## src/rtl/rotator_scheduler.sv

```systemverilog
`timescale 1ns/1ps
// rotator_scheduler
// Two-requester round-robin front end for an external single-step rotator.
// One command is in flight at a time: it is accepted in IDLE, loaded into the
// rotator in LOAD, stepped in ROT until the step count reaches the requested
// amount, and then held in RESP until the consumer takes the result.
module rotator_scheduler #(
    parameter int W     = 8,
    parameter int AMT_W = 3
) (
    input  logic             clk,
    input  logic             rst_n,
    // requester 0
    input  logic             req0_valid,
    output logic             req0_ready,
    input  logic [W-1:0]     req0_data,
    input  logic             req0_dir,
    input  logic [AMT_W-1:0] req0_amt,
    // requester 1
    input  logic             req1_valid,
    output logic             req1_ready,
    input  logic [W-1:0]     req1_data,
    input  logic             req1_dir,
    input  logic [AMT_W-1:0] req1_amt,
    // rotator datapath
    output logic             rot_load,
    output logic             rot_dir,
    output logic [W-1:0]     rot_data,
    input  logic [W-1:0]     rot_q,
    // response
    output logic             rsp_valid,
    input  logic             rsp_ready,
    output logic [W-1:0]     rsp_data,
    output logic             rsp_id,
    output logic             busy
);

    typedef enum logic [1:0] {
        S_IDLE = 2'd0,
        S_LOAD = 2'd1,
        S_ROT  = 2'd2,
        S_RESP = 2'd3
    } state_t;

    state_t             state_q, state_d;
    // 1 means requester 1 was granted most recently, so requester 0 wins a tie
    logic               last_q, last_d;
    logic [AMT_W-1:0]   cnt_q, cnt_d;
    logic [AMT_W-1:0]   amt_q, amt_d;
    logic               id_q, id_d;
    logic [W-1:0]       rot_data_q, rot_data_d;
    logic               rot_dir_q, rot_dir_d;
    logic               rot_load_q, rot_load_d;
    logic               rsp_valid_q, rsp_valid_d;
    logic [W-1:0]       rsp_data_q, rsp_data_d;
    logic               rsp_id_q, rsp_id_d;
    logic               busy_q, busy_d;

    logic               gnt0_s, gnt1_s, hs_s;

    // Grant decision: only in IDLE, only from valids and the last-grant pointer.
    always_comb begin
        gnt0_s = 1'b0;
        gnt1_s = 1'b0;
        if (state_q == S_IDLE) begin
            if (req0_valid && req1_valid) begin
                if (last_q) begin
                    gnt0_s = 1'b1;
                end else begin
                    gnt1_s = 1'b1;
                end
            end else if (req0_valid) begin
                gnt0_s = 1'b1;
            end else if (req1_valid) begin
                gnt1_s = 1'b1;
            end else begin
                gnt0_s = 1'b0;
                gnt1_s = 1'b0;
            end
        end else begin
            gnt0_s = 1'b0;
            gnt1_s = 1'b0;
        end
    end

    // A grant is only ever raised toward a valid requester, so grant == handshake.
    assign hs_s       = gnt0_s | gnt1_s;
    assign req0_ready = gnt0_s;
    assign req1_ready = gnt1_s;

    // Next-state and registered-output computation for the command FSM.
    always_comb begin
        state_d     = state_q;
        last_d      = last_q;
        cnt_d       = cnt_q;
        amt_d       = amt_q;
        id_d        = id_q;
        rot_data_d  = rot_data_q;
        rot_dir_d   = rot_dir_q;
        rsp_valid_d = rsp_valid_q;
        rsp_data_d  = rsp_data_q;
        rsp_id_d    = rsp_id_q;

        case (state_q)
            S_IDLE: begin
                cnt_d = {AMT_W{1'b0}};
                if (hs_s) begin
                    state_d = S_LOAD;
                    last_d  = gnt1_s;
                    id_d    = gnt1_s;
                    if (gnt1_s) begin
                        rot_data_d = req1_data;
                        rot_dir_d  = req1_dir;
                        amt_d      = req1_amt;
                    end else begin
                        rot_data_d = req0_data;
                        rot_dir_d  = req0_dir;
                        amt_d      = req0_amt;
                    end
                end else begin
                    state_d = S_IDLE;
                end
            end
            S_LOAD: begin
                // rotator takes rot_data on the edge closing this cycle
                state_d = S_ROT;
                cnt_d   = {AMT_W{1'b0}};
            end
            S_ROT: begin
                // rot_q holds the operand rotated cnt_q steps during this cycle
                if (cnt_q == amt_q) begin
                    state_d     = S_RESP;
                    rsp_valid_d = 1'b1;
                    rsp_data_d  = rot_q;
                    rsp_id_d    = id_q;
                end else begin
                    cnt_d = cnt_q + AMT_W'(1);
                end
            end
            S_RESP: begin
                if (rsp_ready) begin
                    state_d     = S_IDLE;
                    rsp_valid_d = 1'b0;
                end else begin
                    state_d = S_RESP;
                end
            end
            default: begin
                state_d     = S_IDLE;
                rsp_valid_d = 1'b0;
                cnt_d       = {AMT_W{1'b0}};
            end
        endcase

        // strobe and busy are registered copies of the upcoming state
        rot_load_d = (state_d == S_LOAD);
        busy_d     = (state_d != S_IDLE);
    end

    // State and output registers; reset also restores the tie-break pointer.
    always_ff @(posedge clk or negedge rst_n) begin
        if (!rst_n) begin
            state_q     <= S_IDLE;
            last_q      <= 1'b1;
            cnt_q       <= {AMT_W{1'b0}};
            amt_q       <= {AMT_W{1'b0}};
            id_q        <= 1'b0;
            rot_data_q  <= {W{1'b0}};
            rot_dir_q   <= 1'b0;
            rot_load_q  <= 1'b0;
            rsp_valid_q <= 1'b0;
            rsp_data_q  <= {W{1'b0}};
            rsp_id_q    <= 1'b0;
            busy_q      <= 1'b0;
        end else begin
            state_q     <= state_d;
            last_q      <= last_d;
            cnt_q       <= cnt_d;
            amt_q       <= amt_d;
            id_q        <= id_d;
            rot_data_q  <= rot_data_d;
            rot_dir_q   <= rot_dir_d;
            rot_load_q  <= rot_load_d;
            rsp_valid_q <= rsp_valid_d;
            rsp_data_q  <= rsp_data_d;
            rsp_id_q    <= rsp_id_d;
            busy_q      <= busy_d;
        end
    end

    assign rot_load  = rot_load_q;
    assign rot_dir   = rot_dir_q;
    assign rot_data  = rot_data_q;
    assign rsp_valid = rsp_valid_q;
    assign rsp_data  = rsp_data_q;
    assign rsp_id    = rsp_id_q;
    assign busy      = busy_q;

endmodule

```

## config.mk

```make
export PLATFORM = sky130hd
export DESIGN_NAME = rotator_scheduler
export DESIGN_NICKNAME = d
export VERILOG_FILES = /design/src/rtl/rotator_scheduler.sv
export SDC_FILE = /design/constraint.sdc
export NUM_CORES = 1
export LEC_CHECK = 0
export BUFFER_PORTS_ARGS = -buffer_cell sky130_fd_sc_hd__buf_2
export CAP_MARGIN = 20
export CORE_MARGIN = 5
export CORE_UTILIZATION = 48
export DETAILED_ROUTE_END_ITERATION = 10
export GPL_TIMING_DRIVEN = 0
export HOLD_SLACK_MARGIN = 0.02
export PLACE_DENSITY = 0.78
export SYNTH_ARGS = -nofsm -noshare
export SYNTH_HDL_FRONTEND = slang
export SYNTH_SLANG_ARGS = --single-unit
```

## constraint.sdc

```tcl
create_clock -name clk -period 2.1 [get_ports clk]
set_input_delay 0.105 -clock clk [delete_from_list [all_inputs] [get_ports clk]]
set_output_delay 0.105 -clock clk [all_outputs]
set_load 0.1 [all_outputs]
```

### Yosys cells after proc, flatten, opt, wreduce, memory -nomap -nowiden

Cells that the tools add are included.

| storage, ports and cells | value |
|---|---|
| bits in registers | 31 |
| output and inout port bits | 23 |
| word-level logic and storage cells | 53 |
| bits of input ports | 37 |

| operators by class | value |
|---|---|
| add/subtract/negate cells | 1 |
| eq/ne operators | 8 |
| bitwise operators | 1 |
| reductions and logical operators | 10 |
| multiplexer cells | 21 |

Operators with widths:

| kind | number |
|---|---|
| 2-to-1 mux 1 bit | 13 |
| 2-to-1 mux 8 bit | 1 |
| case mux 2 bit (4 select lines) | 1 |
| 2-to-1 mux 3 bit | 2 |
| != test 2 bit (second input constant) | 3 |
| case mux 3 bit (2 select lines) | 1 |
| AND reduction 2 bit | 3 |
| nonzero test 2 bit | 3 |
| == test 2 x 1 -> 1 bit (second input constant) | 2 |
| == test 2 bit (second input constant) | 2 |
| 2-to-1 mux 2 bit | 2 |
| adder 3 x 1 -> 3 bit (second input constant) | 1 |
| == test 3 bit | 1 |
| AND reduction 3 bit | 1 |
| logical NOT 2 bit | 1 |
| case mux 1 bit (2 select lines) | 1 |
| OR reduction 2 bit | 1 |
| logical AND 1 bit | 1 |
| OR 1 bit | 1 |

### Logic depth before layout (Yosys ltp)

| depth | value |
|---|---|
| depth in word-level cells | 8 |
| depth in mapped cells | 5 |
| depth with buffers taken out | 4 |

### Worst setup path before layout

Ideal clock, no wire load.

| timing path | value |
|---|---|
| path kind | flip-flop to flip-flop |
| start point | reg state_q[1] |
| end point | reg id_q |
| path buffers | 2 |
| period minus slack after synthesis | 2147 ps |
| slack | -47 ps |
| setup time | 91 ps |
| stages on the path, launching flop included | 6 |
| required time | 2009 ps |
| data arrival time | 2056 ps |
| path through | dfrtp_1 > buf_2 > nor3b_1 > clkbuf_1 > and2_1 > o21bai_1 |

| between the ends | value |
|---|---|
| cells in the longest elaborated chain, start to end | 4 |
| elaborated cells between the ends (all ways) | 5 |
| those cells by class | mux: 2; bitwise: 1; reduce/logical: 2 |

Ends and longest elaborated chain:

| what | line | text |
|---|---|---|
| start, declared | 45 | `state_t state_q, state_d;` |
| start signal, assigned | 176 | `state_q <= state_d;` |
| logical NOT 2 bit (*) | 65 | `if (state_q == S_IDLE) begin` |
| 2-to-1 mux 1 bit (*) | 65 |  |
| named net req1_ready | 21 | `output logic req1_ready,` |
| OR 1 bit | 87 | `assign hs_s = gnt0_s \| gnt1_s;` |
| AND reduction 2 bit (no line) | -- |  |
| end signal, assigned | 180 | `id_q <= id_d;` |
| end, declared | 50 | `logic id_q, id_d;` |

Mark *: on every way through the listed nets, which the timed path passes. The rest lies on a longest branch.
A chain may end at the register's enable or synchronous reset.

### Final worst setup path

| timing path | value |
|---|---|
| start point | reg state_q[1] |
| end point | out req1_ready |

| between the ends | value |
|---|---|
| cells in the longest elaborated chain, start to end | 2 |

Ends and longest elaborated chain:

| what | line |
|---|---|
| logical NOT 2 bit | 65 |
| 2-to-1 mux 1 bit | 65 |
| end, declared | 21 |

Every way passes these cells.

==> summary.md <==
| Metric | Value |
|---|---|
| Status | `completed` |
| HPWL after DPL | `3.18 mm` |
| Post-route ant nets | `0` |
| Vias in the first global route | `1662` |
| CP max FO | `10` |
| Final RePlAce weighted congestion | `0.788` |
| I/O pins | `60` |
| Tcrit/Tclk final | `0.948` |
| Initial drt markers | `45` |
| Max-cap violations | `0` |
| CP Data Required Time | `2.00 ns` |
| Initial Util | `0.510` |
| Clk slew on worst S/H paths | `0.10 ns` |
| Sequential fraction of the synthesis area | `0.491` |
| YS warnings | `0` |
| Placement Rows | `20` |
| Die area | `4550 sq um` |
| Placed insts | `253` |
| Mean Syn Cell Area | `10.5 sq um` |
| Slew Limit Fails | `0` |
| Ratio of cells with drive above 1 in the final layout | `0.391` |
| Vias | `1507` |
| Total gr overflow | `0` |
| Hold Path Class | `in -> reg` |
| Post-Syn Instances | `151` |
| Count of unique library cells instantiated by Yosys | `32` |
| Residual DRC | `0` |
| CTS buffer count | `5` |
| Die width | `67.4 um` |
| WL/cell | `15.9 um` |
| Nets | `262` |
| Leading area contributor after synthesis | `dfrtp_1` |
| Clock Tree Buf Depth | `2` |
| Root Driver | `clkbuf_4` |
| Htree depth | `2` |
| Critical Path AT | `1.89 ns` |
| Number of sinks on the clock net | `31` |
| Diode count | `0` |
| Worst path max stage delay | `0.38 ns` |
| First-pass GRT wire length | `7.37 mm` |
| Syn-to-layout area delta | `34.2%` |
| Cell Area, Synth | `1580 sq um` |
| Post-synthesis register bit count | `31` |
| Drt via density | `5.60` |
| Clock insertion delay at the later pin of the skew report | `0.33 ns` |
| Final setup violation count | `0` |
| Fin. Hold Viols | `0` |
| Post-layout minimum cycle time | `1.99 ns` |
| Core ar. | `3100 sq um` |
| Measured slew at the worst slew-check pin | `0.650 ns` |
| Fin Clk Skew | `0.0103 ns` |
| CP max-delay cell | `dfrtp_1` |
| Die span in y | `67.4 um` |
| Total GRT Usage | `0.218` |
| Largest net degree at the start of global routing | `32` |
| CP Cell Sequence | `buf_2 > nor3b_4 > clkbuf_2 > and2_2 > buf_6` |
| F_max | `0.502 GHz` |
| TritonCTS clock tree | `yes` |
| Post-synth top area share | `0.474` |
| Critical path class | `reg -> out` |
| Startpoint types | `register` |
| Final setup TNS | `0 ns` |
| Max-slew headroom | `0.563` |
| First-pass DRT Iterations | `4` |
| Synth top area cells | `dfrtp_1 47%, nand3b_1 6.6%, o2111ai_1 6.6%` |
| Critical path capture point type | `output port` |
| Filler cell count | `270` |
| Initial antenna violation count | `0` |
| Final wirelength | `4.29 mm` |
| Post-route insts no fill | `269` |
| I/O Buffers | `58` |
| Syn nets | `189` |
==> registers in the layout (all words and copies together), names as in the netlist <==
signal,flops
rot_load,1
state_q,2
last_q,1
rot_data,8
rsp_id,1
rsp_valid,1
busy,1
cnt_q,3
rot_dir,1
amt_q,3
rsp_data,8
id_q,1
==> what timing repair did <==
item / in CTS / in global routing
gates resized for setup: 3 / 3
pin swaps: 0 / 0
hold buffers: 9 / 0
setup buffers: 0 / 0
hold endpoints to repair: 38 / 0
endpoints found under the setup margin: 1 / 2
==> metrics by stage <==
step | worst slack, ns | area (sq um) | hold slack, ns | utilization
floorplan | 0.270 | 1580 | -0.191 | -
global placement | 0.0616 | 1930 | 0.172 | 0.622
detailed placement | -0.00150 | 1930 | 0.172 | 0.622
CTS | 0.0368 | 2110 | 0.0501 | 0.681
global route | -0.00225 | 2120 | 0.0751 | 0.684
finish | 0.109 | 2120 | 0.0723 | 0.684
==> synthesized netlist by cell type, drive strengths merged <==
master / n
o311a: 1
and2: 1
dfstp: 1
nand3: 1
nand3b: 14
nor3b: 3
dfrtp: 30
nand2: 7
nor2: 6
mux2: 9
a21oi: 1
nor2b: 1
or4: 1
o211a: 1
o21ai: 17
nand4: 1
or3: 2
ha: 1
and3: 13
xor2: 3
a2bb2oi: 1
a31oi: 2
o2111ai: 12
nor4: 2
inv: 4
o21bai: 1
buf: 1
clkbuf: 11
or2: 2
nand2b: 1
==> layout by cell type, fill, tap and decap left out, types with 2 or more instances in the layout <==
master | synthesis | layout
inv_1 | 4 | 4
clkbuf_4 | 0 | 6
nand2_1 | 7 | 7
buf_2 | 1 | 57
clkbuf_1 | 11 | 9
nor3b_1 | 3 | 2
nor2_1 | 6 | 6
nand3b_1 | 14 | 14
dfrtp_1 | 30 | 30
or2_2 | 2 | 2
o2111ai_1 | 12 | 12
dlygate4sd3_1 | 0 | 9
or3_2 | 2 | 2
xor2_1 | 2 | 2
a31oi_1 | 2 | 2
o21ai_0 | 17 | 17
and3_1 | 13 | 13
mux2_2 | 9 | 9
==> worst max-delay path, delay by kind of cell (launching register included) <==
kind	cells	cell delay [ns]
flops	1	0.38
simple gates	2	0.49
buf+inv	3	0.69
==> layer usage <==
metal  GRT usage  wire (um)  share of wire
met1       0.249       1690           0.39
met2       0.366       2250           0.52
met3      0.0566        208          0.049
met4       0.132        142          0.033
met5           0          0              0
==> area by class of cell <==
class,count,area (sq um),area share
Sequential cell,31,777,0.366
Clock buffer,6,51.3,0.0242
Tap cell,44,55.1,0.0259
Clock inverter,2,35.0,0.0165
Inverter,4,15.0,0.00707
Multi-Input combinational cell,104,757,0.357
Timing Repair Buffer,67,389,0.183
Buffer,11,43.8,0.0206
==> path summary, 6_finish.rpt <==
kind / slack [ns] / to / startpoint / cells after the start
setup / recovery: 0.11 / req1_ready / state_q[1] / 5
hold / removal: 0.07 / rot_data[4] / req0_data[4] / 3
setup reg to reg: 0.24 / rsp_data[4] / cnt_q[0] / 3
hold reg to reg: 0.51 / rsp_data[0] / rsp_data[0] / 1
max in group asynchronous: 1.34 / cnt_q[0] / rst_n / 2
min in group asynchronous: 0.33 / rot_data[3] / rst_n / 2
==> logic make-up after synthesis <==
kind of cell | share of synthesized area
simple gates | 0.222
compound gates | 0.155
flops | 0.491
buf+inv | 0.0387
mux | 0.0640
xor+xnor | 0.0213
fa+ha+maj | 0.00790
Power is left out: the tool's default activity adds up to more than one toggle a clock period on the data nets, which glitch-free logic cannot reach.
